## src/rtl/address_sequencer_pkg.sv

```systemverilog
// Shared definitions for the convolution-tile address sequencer: default widths,
// state encoding and the invalid-slot address pattern.
package address_sequencer_pkg;

    localparam int ROW_WIDTH_DEF = 10;
    localparam int COL_WIDTH_DEF = 11;
    localparam int CH_WIDTH_DEF  = 8;

    typedef enum logic [1:0] {
        ST_IDLE = 2'd0,
        ST_RUN  = 2'd1,
        ST_DONE = 2'd2
    } state_t;

    // Invalid slot: MSB set, payload cleared; caller casts to its own width
    function automatic logic [31:0] invalid_addr(input int unsigned width);
        return 32'd1 << (width - 32'd1);
    endfunction

endpackage

```

## src/rtl/address_sequencer_if.sv

```systemverilog
// Address beat bus towards the lane address pipeline: one row/col/ch triple per
// accepted cycle, valid/ready handshake.
interface address_sequencer_if
    import address_sequencer_pkg::*;
#(
    parameter int row_width = ROW_WIDTH_DEF,
    parameter int col_width = COL_WIDTH_DEF,
    parameter int ch_width  = CH_WIDTH_DEF
) ();

    logic [row_width-1:0] row_addr;
    logic [col_width-1:0] col_addr;
    logic [ch_width-1:0]  ch_addr;
    logic                 addr_valid;
    logic                 out_ready;

    modport master (
        output row_addr,
        output col_addr,
        output ch_addr,
        output addr_valid,
        input  out_ready
    );

    modport slave (
        input  row_addr,
        input  col_addr,
        input  ch_addr,
        input  addr_valid,
        output out_ready
    );

endinterface

```

## src/rtl/address_sequencer_wrap_counter.sv

```systemverilog
// Index counter that wraps to zero after reaching a programmable limit; chained
// through at_max to build the ch/col/row nest.
module wrap_counter #(
    parameter int width = 8
) (
    input  logic             clock,
    input  logic             reset,
    input  logic             clear,
    input  logic             inc,
    input  logic [width-1:0] limit,
    output logic [width-1:0] value,
    output logic [width-1:0] value_next,
    output logic             at_max
);

    logic [width-1:0] value_r;
    logic [width-1:0] value_next_s;
    logic             at_max_s;

    assign at_max_s = (value_r == limit);

    // Next index: clear wins, otherwise wrap at the limit or step by one
    always_comb begin
        value_next_s = value_r;
        if (clear) begin
            value_next_s = {width{1'b0}};
        end else if (inc && at_max_s) begin
            value_next_s = {width{1'b0}};
        end else if (inc) begin
            value_next_s = value_r + width'(1);
        end else begin
            value_next_s = value_r;
        end
    end

    // Index register
    always_ff @(posedge clock or negedge reset) begin
        if (!reset) begin
            value_r <= {width{1'b0}};
        end else begin
            value_r <= value_next_s;
        end
    end

    assign value      = value_r;
    assign value_next = value_next_s;
    assign at_max     = at_max_s;

endmodule

```

## src/rtl/address_sequencer.sv

```systemverilog
// Tile address sequencer: walks ch (innermost), col, row over a latched tile
// configuration and presents one registered address beat per accepted cycle.
module address_sequencer
    import address_sequencer_pkg::*;
#(
    parameter int row_width = ROW_WIDTH_DEF,
    parameter int col_width = COL_WIDTH_DEF,
    parameter int ch_width  = CH_WIDTH_DEF
) (
    input  logic                 clock,
    input  logic                 reset,
    input  logic                 start,
    input  logic                 abort,
    input  logic [row_width-2:0] cfg_rows,
    input  logic [col_width-2:0] cfg_cols,
    input  logic [ch_width-2:0]  cfg_chs,
    input  logic                 cfg_stride2,
    address_sequencer_if.master  beat,
    output logic                 busy,
    output logic                 done
);

    localparam int RP = row_width - 1;
    localparam int CP = col_width - 1;
    localparam int HP = ch_width - 1;

    localparam logic [row_width-1:0] ROW_INVALID = row_width'(invalid_addr(row_width));
    localparam logic [col_width-1:0] COL_INVALID = col_width'(invalid_addr(col_width));
    localparam logic [ch_width-1:0]  CH_INVALID  = ch_width'(invalid_addr(ch_width));

    state_t state_r;
    state_t state_next_s;

    logic [RP-1:0] rows_r;
    logic [CP-1:0] cols_r;
    logic [HP-1:0] chs_r;
    logic          stride2_r;

    logic [RP-1:0] row_limit_s, row_idx_s, row_next_s, row_sel_s;
    logic [CP-1:0] col_limit_s, col_idx_s, col_next_s, col_sel_s;
    logic [HP-1:0] ch_limit_s, ch_idx_s, ch_next_s, ch_sel_s;
    logic          row_max_s, col_max_s, ch_max_s;
    logic          col_inc_s, row_inc_s;

    logic accept_s, last_s, hold_s, cnt_clear_s, cfg_zero_s, launch_s;

    logic                 valid_r, busy_r, done_r;
    logic [row_width-1:0] row_addr_r;
    logic [col_width-1:0] col_addr_r;
    logic [ch_width-1:0]  ch_addr_r;

    logic                 valid_next_s, busy_next_s, done_next_s;
    logic [row_width-1:0] row_addr_next_s;
    logic [col_width-1:0] col_addr_next_s;
    logic [ch_width-1:0]  ch_addr_next_s;

    assign launch_s   = (state_r == ST_IDLE) && start && !abort;
    assign cfg_zero_s = (cfg_rows == {RP{1'b0}}) || (cfg_cols == {CP{1'b0}})
                        || (cfg_chs == {HP{1'b0}});
    assign accept_s   = (state_r == ST_RUN) && valid_r && beat.out_ready;
    assign hold_s     = (state_r == ST_RUN) && !accept_s;
    assign last_s     = row_max_s && col_max_s && ch_max_s;
    assign cnt_clear_s = (state_r != ST_RUN) || abort;
    assign col_inc_s  = accept_s && ch_max_s;
    assign row_inc_s  = col_inc_s && col_max_s;

    assign row_limit_s = rows_r - RP'(1);
    assign col_limit_s = cols_r - CP'(1);
    assign ch_limit_s  = chs_r - HP'(1);

    // Configuration shadow, captured only when a tile is launched
    always_ff @(posedge clock or negedge reset) begin
        if (!reset) begin
            rows_r    <= {RP{1'b0}};
            cols_r    <= {CP{1'b0}};
            chs_r     <= {HP{1'b0}};
            stride2_r <= 1'b0;
        end else if (launch_s) begin
            rows_r    <= cfg_rows;
            cols_r    <= cfg_cols;
            chs_r     <= cfg_chs;
            stride2_r <= cfg_stride2;
        end else begin
            rows_r    <= rows_r;
            cols_r    <= cols_r;
            chs_r     <= chs_r;
            stride2_r <= stride2_r;
        end
    end

    wrap_counter #(.width(HP)) u_ch_cnt (
        .clock      (clock),
        .reset      (reset),
        .clear      (cnt_clear_s),
        .inc        (accept_s),
        .limit      (ch_limit_s),
        .value      (ch_idx_s),
        .value_next (ch_next_s),
        .at_max     (ch_max_s)
    );

    wrap_counter #(.width(CP)) u_col_cnt (
        .clock      (clock),
        .reset      (reset),
        .clear      (cnt_clear_s),
        .inc        (col_inc_s),
        .limit      (col_limit_s),
        .value      (col_idx_s),
        .value_next (col_next_s),
        .at_max     (col_max_s)
    );

    wrap_counter #(.width(RP)) u_row_cnt (
        .clock      (clock),
        .reset      (reset),
        .clear      (cnt_clear_s),
        .inc        (row_inc_s),
        .limit      (row_limit_s),
        .value      (row_idx_s),
        .value_next (row_next_s),
        .at_max     (row_max_s)
    );

    // State register
    always_ff @(posedge clock or negedge reset) begin
        if (!reset) begin
            state_r <= ST_IDLE;
        end else begin
            state_r <= state_next_s;
        end
    end

    // Next-state logic; abort outranks both start and accept
    always_comb begin
        state_next_s = state_r;
        case (state_r)
            ST_IDLE: begin
                if (abort) begin
                    state_next_s = ST_IDLE;
                end else if (start) begin
                    state_next_s = cfg_zero_s ? ST_DONE : ST_RUN;
                end else begin
                    state_next_s = ST_IDLE;
                end
            end
            ST_RUN: begin
                if (abort) begin
                    state_next_s = ST_IDLE;
                end else if (accept_s && last_s) begin
                    state_next_s = ST_DONE;
                end else begin
                    state_next_s = ST_RUN;
                end
            end
            ST_DONE: state_next_s = ST_IDLE;
            default: state_next_s = ST_IDLE;
        endcase
    end

    // Output decode: next beat is built from the index the counters will hold
    always_comb begin
        valid_next_s    = (state_next_s == ST_RUN);
        busy_next_s     = (state_next_s != ST_IDLE);
        done_next_s     = (state_r == ST_DONE) && !abort;
        row_sel_s       = hold_s ? row_idx_s : row_next_s;
        col_sel_s       = hold_s ? col_idx_s : col_next_s;
        ch_sel_s        = hold_s ? ch_idx_s : ch_next_s;
        row_addr_next_s = ROW_INVALID;
        col_addr_next_s = COL_INVALID;
        ch_addr_next_s  = CH_INVALID;
        if (valid_next_s) begin
            // Stride 2 doubles the spatial index; overflow simply drops the top bit
            row_addr_next_s = {1'b0, stride2_r ? {row_sel_s[RP-2:0], 1'b0} : row_sel_s};
            col_addr_next_s = {1'b0, stride2_r ? {col_sel_s[CP-2:0], 1'b0} : col_sel_s};
            ch_addr_next_s  = {1'b0, ch_sel_s};
        end else begin
            row_addr_next_s = ROW_INVALID;
            col_addr_next_s = COL_INVALID;
            ch_addr_next_s  = CH_INVALID;
        end
    end

    // Output registers
    always_ff @(posedge clock or negedge reset) begin
        if (!reset) begin
            valid_r    <= 1'b0;
            busy_r     <= 1'b0;
            done_r     <= 1'b0;
            row_addr_r <= ROW_INVALID;
            col_addr_r <= COL_INVALID;
            ch_addr_r  <= CH_INVALID;
        end else begin
            valid_r    <= valid_next_s;
            busy_r     <= busy_next_s;
            done_r     <= done_next_s;
            row_addr_r <= row_addr_next_s;
            col_addr_r <= col_addr_next_s;
            ch_addr_r  <= ch_addr_next_s;
        end
    end

    assign beat.addr_valid = valid_r;
    assign beat.row_addr   = row_addr_r;
    assign beat.col_addr   = col_addr_r;
    assign beat.ch_addr    = ch_addr_r;
    assign busy            = busy_r;
    assign done            = done_r;

endmodule

```

## src/flat_wrapper.sv

```systemverilog
// flat-port wrapper written by rule: the top's interface ports become plain ports
module address_sequencer_flat import address_sequencer_pkg::*;
#(
    parameter int row_width = ROW_WIDTH_DEF,
    parameter int col_width = COL_WIDTH_DEF,
    parameter int ch_width  = CH_WIDTH_DEF
)
  (clock, reset, start, abort, cfg_rows, cfg_cols, cfg_chs, cfg_stride2, busy, done, beat_row_addr, beat_col_addr, beat_ch_addr, beat_addr_valid, beat_out_ready);
  address_sequencer_if #(.row_width(row_width), .col_width(col_width), .ch_width(ch_width)) beat_i ();
  input  logic clock;
  input  logic reset;
  input  logic start;
  input  logic abort;
  input  logic [row_width-2:0] cfg_rows;
  input  logic [col_width-2:0] cfg_cols;
  input  logic [ch_width-2:0] cfg_chs;
  input  logic cfg_stride2;
  output logic busy;
  output logic done;
  output wire logic [$bits(beat_i.row_addr)-1:0] beat_row_addr;
  output wire logic [$bits(beat_i.col_addr)-1:0] beat_col_addr;
  output wire logic [$bits(beat_i.ch_addr)-1:0] beat_ch_addr;
  output wire logic [$bits(beat_i.addr_valid)-1:0] beat_addr_valid;
  input wire logic [$bits(beat_i.out_ready)-1:0] beat_out_ready;
  assign beat_row_addr = beat_i.row_addr;
  assign beat_col_addr = beat_i.col_addr;
  assign beat_ch_addr = beat_i.ch_addr;
  assign beat_addr_valid = beat_i.addr_valid;
  assign beat_i.out_ready = beat_out_ready;
  address_sequencer #(.row_width(row_width), .col_width(col_width), .ch_width(ch_width)) u_core (.clock(clock), .reset(reset), .start(start), .abort(abort), .cfg_rows(cfg_rows), .cfg_cols(cfg_cols), .cfg_chs(cfg_chs), .cfg_stride2(cfg_stride2), .beat(beat_i), .busy(busy), .done(done));
endmodule
```

## config.mk

```make
export PLATFORM = sky130hd
export DESIGN_NAME = address_sequencer_flat
export DESIGN_NICKNAME = d
export VERILOG_FILES = /design/src/rtl/address_sequencer_pkg.sv /design/src/rtl/address_sequencer_if.sv /design/src/rtl/address_sequencer_wrap_counter.sv /design/src/rtl/address_sequencer.sv /design/src/flat_wrapper.sv
export SDC_FILE = /design/constraint.sdc
export NUM_CORES = 1
export LEC_CHECK = 0
export BUFFER_PORTS_ARGS = -buffer_cell sky130_fd_sc_hd__buf_2
export CAP_MARGIN = 15
export CORE_ASPECT_RATIO = 1.25
export CORE_UTILIZATION = 55
export DETAILED_ROUTE_END_ITERATION = 8
export PLACE_DENSITY = 0.82
export SLEW_MARGIN = 30
export SYNTH_ARGS = -nofsm -noshare
export SYNTH_HDL_FRONTEND = slang
export SYNTH_SLANG_ARGS = --single-unit
```

## constraint.sdc

```tcl
create_clock -name clock -period 2.9 [get_ports clock]
set_input_delay 0.435 -clock clock [delete_from_list [all_inputs] [get_ports clock]]
set_output_delay 0.435 -clock clock [all_outputs]
set_load 0.01 [all_outputs]
```

; After elaboration in Yosys (flattened, before gate mapping)
; Cells that the tools add are included.
[op_classes]
reduce_logical = 22
add_sub_neg = 6
n_div = 0
mux = 23
order_cmp = 0
shifts = 0
eq_ne = 7
mul = 0
bitwise_logic = 0
[ops]
columns = operator, count
row1 = $mux W10, 6
row2 = $mux W9, 5
row3 = $mux W7, 4
row4 = $logic_and A1 B1 Y1, 12
row5 = $mux W11, 1
row6 = $add A10 B1 Y10 const B, 1
row7 = $eq A10 B10 Y1, 1
row8 = $logic_not A10 Y1, 1
row9 = $mux W2, 5
row10 = $sub A10 B1 Y10 const B, 1
row11 = $add A9 B1 Y9 const B, 1
row12 = $eq A9 B9 Y1, 1
row13 = $logic_not A9 Y1, 1
row14 = $sub A9 B1 Y9 const B, 1
row15 = $mux W8, 1
row16 = $add A7 B1 Y7 const B, 1
row17 = $eq A7 B7 Y1, 1
row18 = $logic_not A7 Y1, 1
row19 = $sub A7 B1 Y7 const B, 1
row20 = $eq A2 B1 Y1 const B, 2
row21 = $pmux W2 S2, 1
row22 = $logic_or A1 B1 Y1, 3
row23 = $eq A2 B2 Y1 const B, 1
row24 = $logic_not A1 Y1, 2
row25 = other kinds (3), 3
[word_totals]
mem_bits_ro = 0
ramBits = 0
mem_count = 0
ff_bits = 87
wordCells = 72
in_bits = 32
latch_bits = 0

; Logic depth before layout (Yosys ltp)
[depth]
depth_word = 11
ltp_mapped = 12

; By module
; A second synthesis with hierarchy kept.
[hier_totals]
hier_cells = 410
area_unflattened_um2 = 4829.6
[modules_own_cells]
columns = module, area_per_inst_um2, cells_each, n_inst, seq_area_each_um2
row1 = address_sequencer, 3131.8, 247, 1, 1477.7
row2 = wrap_counter (u_core.u_col_cnt), 685.7, 68, 1, 250.2
row3 = wrap_counter (u_core.u_row_cnt), 563.0, 56, 1, 225.2
row4 = wrap_counter (u_core.u_ch_cnt), 449.2, 39, 1, 175.2

; Worst setup path before layout
; Ideal clock, no wire load.
[synth_timing]
path_type = register -> register
startpoint = reg u_core.rows_r[0]
endpoint = reg u_core.col_addr_r[6], in the netlist u_core.beat.col_addr[6]
required_time_ns = 2.754
slack_ns = 0.298
stages_incl_launch_ff = 13
path_buffers = 2
t_arrival_ns = 2.456
setup_ns = 0.146
cell_sequence = dfrtp_1 > inv_1 > ha_1 > buf_1 > o21ba_2 > a221oi_1 > a41oi_1 > nor4_1 > inv_1 > o21a_1 > nor2_2 > buf_2 > a311oi_1
[synth_between]
elab_chain_cells = 10
[synth_lines]
columns = element, line
row1 = from (decl), address_sequencer.sv:34  ; logic [RP-1:0] rows_r;
row2 = from (signal assigned), address_sequencer.sv:74  ; rows_r <= {RP{1'b0}};
row3 = from (signal assigned), address_sequencer.sv:79  ; rows_r <= cfg_rows;
row4 = from (signal assigned), address_sequencer.sv:84  ; rows_r <= rows_r;
row5 = $sub A9 B1 Y9, address_sequencer.sv:67  ; assign row_limit_s = rows_r - RP'(1);
row6 = $eq A9 B9 Y1, address_sequencer_wrap_counter.sv:20  ; assign at_max_s = (value_r == limit);
row7 = $logic_and A1 B1 Y1 (2 in series), address_sequencer.sv:62  ; assign last_s = row_max_s && col_max_s && ch_max_s;
row8 = $logic_and A1 B1 Y1, address_sequencer.sv:149  ; end else if (accept_s && last_s) begin
row9 = $mux W2, address_sequencer.sv:149
row10 = $mux W2, address_sequencer.sv:147  ; if (abort) begin
row11 = $pmux W2 S2, address_sequencer.sv:136  ; case (state_r)
row12 = $eq A2 B1 Y1, address_sequencer.sv:162  ; valid_next_s = (state_next_s == ST_RUN);
row13 = $mux W11, address_sequencer.sv:171  ; if (valid_next_s) begin
row14 = via u_core.col_addr_next_s[6], address_sequencer.sv:54  ; logic [col_width-1:0] col_addr_next_s;
row15 = to (signal assigned), address_sequencer.sv:197  ; col_addr_r <= col_addr_next_s;
row16 = to (decl), address_sequencer.sv:49  ; logic [col_width-1:0] col_addr_r;
; The timed path passes the listed nets, and every way through them passes these cells.
; A chain may end at the register's enable or synchronous reset.

; Final worst setup path
[layout_timing]
startpoint = reg u_core.cols_r[1]
endpoint = reg u_core.row_addr_r[5], in the netlist u_core.beat.row_addr[5]
[layout_between]
elab_cells_between_ends = 17
cone_classes = 1 x add/sub / 2 x eq/ne / 9 x mux / 5 x reduce/logical
[layout_rtl]
columns = element, line
row1 = from (decl), address_sequencer.sv:35  ; logic [CP-1:0] cols_r;
row2 = from (signal assigned), address_sequencer.sv:75  ; cols_r <= {CP{1'b0}};
row3 = from (signal assigned), address_sequencer.sv:80  ; cols_r <= cfg_cols;
row4 = from (signal assigned), address_sequencer.sv:85  ; cols_r <= cols_r;
row5 = $sub A10 B1 Y10 (*), address_sequencer.sv:68  ; assign col_limit_s = cols_r - CP'(1);
row6 = $eq A10 B10 Y1 (*), address_sequencer_wrap_counter.sv:20
row7 = $logic_and A1 B1 Y1 (*), address_sequencer.sv:65  ; assign row_inc_s = col_inc_s && col_max_s;
row8 = $mux W9 / $logic_and A1 B1 Y1 (equally long branches), "address_sequencer_wrap_counter.sv:29, address_sequencer_wrap_counter.sv:27"
row9 = $mux W9 (*), address_sequencer_wrap_counter.sv:27  ; end else if (inc && at_max_s) begin
row10 = $mux W9 (*), address_sequencer_wrap_counter.sv:25  ; if (clear) begin
row11 = via u_core.row_next_s[4], address_sequencer.sv:39  ; logic [RP-1:0] row_limit_s, row_idx_s, row_next_s, row_sel_s;
row12 = $mux W9 (*), address_sequencer.sv:165  ; row_sel_s = hold_s ? row_idx_s : row_next_s;
row13 = $mux W9 (*), address_sequencer.sv:173  ; row_addr_next_s = {1'b0, stride2_r ? {row_sel_s[RP-2:0], 1'b0} : row_sel_s};
row14 = $mux W10 (*), address_sequencer.sv:171
row15 = via u_core.row_addr_next_s[5], address_sequencer.sv:53  ; logic [row_width-1:0] row_addr_next_s;
row16 = to (signal assigned), address_sequencer.sv:196  ; row_addr_r <= row_addr_next_s;
row17 = to (decl), address_sequencer.sv:48  ; logic [row_width-1:0] row_addr_r;
; Mark *: on every way through the listed nets, which the timed path passes. The rest lies on a longest branch.

==> reports/qor.yml <==
gp_congestion: 0.9615
dp_slack_ns: 0.0009359
cp.arrival_ns: 3.06
via_per_inst: 6.170
min_period_ns: 2.757
start_util_pct: 57.48
final_cell_area_mm2: 0.005679
max_stage_delay_ns: 0.49
synth_edf_count: 0
clkTransAtPathRegs_ns: 0.08
drt-pass1-iter-count: 5
post_drt_wl_per_cell_um: 17.52
use_met3_pct: 5.512
reg2reg_to: "u_core.beat.row_addr[5]"
drt_iter0_markers: 260
htree_levels: 3
fp.dieW_um: 85.47
final_cell_mix: "84 x dfrtp_1, 62 x buf_2, 41 x nand2_1, 40 x nor2_1, 29 x buf_4"
holdCritPathClass: "in2async"
grt_max_degree: 86
maxCapViolCount: 0
routed_wl_um: 11630
cp_num_buf_inv: 2
syn_to_final_growth_pct: 18.57
ant_nets: 0
finalHoldViolCount: 0
ys_seq_area_share_pct: 44.44
grt_use_met2_pct: 49.49
die_h_um: 106.3
r2r_slack_ns: 0.14
synth_area_per_cell_um2: 9.815
clock-root-buffer: "clkbuf_8"
cts-buffers-inserted: 9
status: "complete, no violations"
core.rowCount: 37
grt_pass1_vias: 4159
drive_gt1_share_pct: 30.51
nFillCells: 625
nNetsFinal: 600
synthesis.area_mm2: 0.004790
power_density_mw_per_mm2: 563.1
grt_busiest_layer: "met2"
worstSetupEndpointType: "register"
grt.overflow.total: 0
syn_inst: 488
synth_warnings: 0
synth_nets: 526
cp_cell_sequence: "inv_1, ha_1, or4b_4, nor3_2, o311ai_1, o211ai_2, nand4_4, buf_12, or3_1, a21oi_1, o2bb2ai_1"
max_slew_margin_pct: 49.82
clk_latency_ns: 0.37
core_mm2: 0.008333
worstMarginPinSlew_ns: 0.7527
slew_viol_final: 0
cp_slowest_cell: "or4b_4"
r2r-start: "u_core.cols_r[1]"
peakVddDrop_v: 0.0003807
grtUsageMet1_pct: 30.70
grt_usage_pct: 27.55
drc: 0
start_kind: "register"
ys.flop_type: "dfrtp_1"
antennaDiodeCount: 0
num_vias: 4097
pin_count: 64
ys_async_sr_fraction_pct: 100.0
io_buffers: 63
antenna_found_initial: 0
cpLargestDelayFamily: "simple AND/OR/NAND/NOR gates"
required_ns: 3.20
synth_cell_types: 71
setup_ws_ns: 0.1432
cts_buffer_depth: 2
cp_max_fo: 18
fin_crit_sh_pct: 95.06
cts_hold_buf: 0
ys_ff_latch: 85
layout_commonest_cell: "dfrtp_1"
cts_sinks: 85
finalSetupTns_ns: 0
cts_tree: "yes"
path_class: "reg2reg"
fin_skew_ns: 0.01280
rr_worst_depth: 11
p_leak_nw: 2.504
totalPowerFinal_mw: 3.198
place_area_mm2: 0.005281
max_freq_mhz: 362.7
dieArea_mm2: 0.009088
worst-path-stages: 11
dp_hpwl_um: 8303
setup_viol: 0
grt_pass1_wl_um: 19380
worst max-delay path by stage:
| stage | from | end | slack (ns) |
|---|---|---|---|
| after CTS | u_core.chs_r[0] | u_core.beat.col_addr[3] | 0.03 |
| after global routing | u_core.cols_r[1] | u_core.beat.row_addr[8] | -0.03 |
| after floorplan | u_core.rows_r[0] | u_core.beat.col_addr[6] | 0.30 |
| after detailed placement | u_core.chs_r[0] | u_core.beat.col_addr[3] | 0.0009 |
| final | u_core.cols_r[1] | u_core.beat.row_addr[5] | 0.14 |
| after global placement | u_core.chs_r[0] | u_core.beat.col_addr[3] | 0.20 |
layer usage:
layer | share of wire, % | vias to the layer above
li1 | - | 1903
met1 | 39 | 1997
met2 | 53 | 153
met3 | 4.3 | 44
met4 | 4.1 | 0
met5 | 0 | -
synth_stat cells (4+ instances only):
cell type	number	share of area [%]
nand2_1	41	3.2
o2bb2ai_1	4	0.73
nand3b_1	6	0.94
nor4_2	6	1.6
xor2_1	21	3.8
a211oi_1	4	0.63
mux2_2	19	4.5
nor3b_1	4	0.63
dfrtp_1	84	44
xnor2_1	21	3.8
or3_1	4	0.52
inv_1	20	1.6
o21ai_0	19	2.0
nor2_1	40	3.1
or2_2	4	0.52
a221oi_1	8	1.5
a21oi_1	23	2.4
o21ai_1	4	0.42
nand4_1	7	0.91
ha_1	6	1.6
and3_1	4	0.52
nor4_1	6	0.78
and2_1	4	0.52
o31ai_1	4	0.63
nor3_2	4	0.84
nand3_1	14	1.5
buf_2	9	0.94
or4_1	7	1.1
nor3_1	9	0.94
clkbuf_1	15	1.2
o22ai_1	4	0.52
metrics by stage:
step	std cells	hold slack, ns	utilization (%)
2_1_floorplan	488	0.1394	-
3_3_place_gp	641	0.5185	63.33
3_5_place_dp	641	0.5414	63.38
4_1_cts	657	0.1355	66.35
5_1_grt	664	0.1708	68.15
6_report	664	0.1153	68.15
area by class of cell:
| class | count | area [µm²] | share of cell area, % |
|---|---|---|---|
| inverter | 20 | 75.07 | 1.322 |
| clock buffer | 10 | 127.6 | 2.247 |
| sequential | 85 | 2128 | 37.48 |
| multi-input combinational | 352 | 2545 | 44.81 |
| timing repair buffer | 94 | 570.5 | 10.05 |
| clock inverter | 6 | 111.4 | 1.961 |
| tap | 97 | 121.4 | 2.137 |
cell families after synthesis:
family	count (synthesis)	synth area share, %
simple gates	178	21.21
compound gates	104	15.31
flops	85	44.44
buf+inv	51	4.702
xor+xnor	42	7.680
mux	22	5.094
fa+ha+maj	6	1.567
sequential cells by signal, indices dropped and copies added, names as in the netlist, 7 cells and up:
name and flops:
u_core.beat.ch_addr 8, u_core.beat.col_addr 10, u_core.beat.row_addr 9, u_core.chs_r 7, u_core.cols_r 10, u_core.rows_r 9
u_core.u_ch_cnt.value 7, u_core.u_col_cnt.value 10, u_core.u_row_cnt.value 9
power by group:
part / switching (mW) / total (mW) / internal (mW)
Clock: 0.436 / 1.01 / 0.572
Combinational: 0.422 / 0.775 / 0.353
Sequential: 0.129 / 1.41 / 1.29
Total: 0.987 / 3.20 / 2.21
what timing repair did:
item | 4_1_cts | 5_1_grt
pin swaps | 0 | 10
gates cloned | 0 | 1
hold endpoints to repair | 0 | 0
gates resized for setup | 1 | 20
setup buffers | 0 | 6
setup endpoints to repair | 1 | 23
Note: power is estimated with default switching activity, not from simulation.
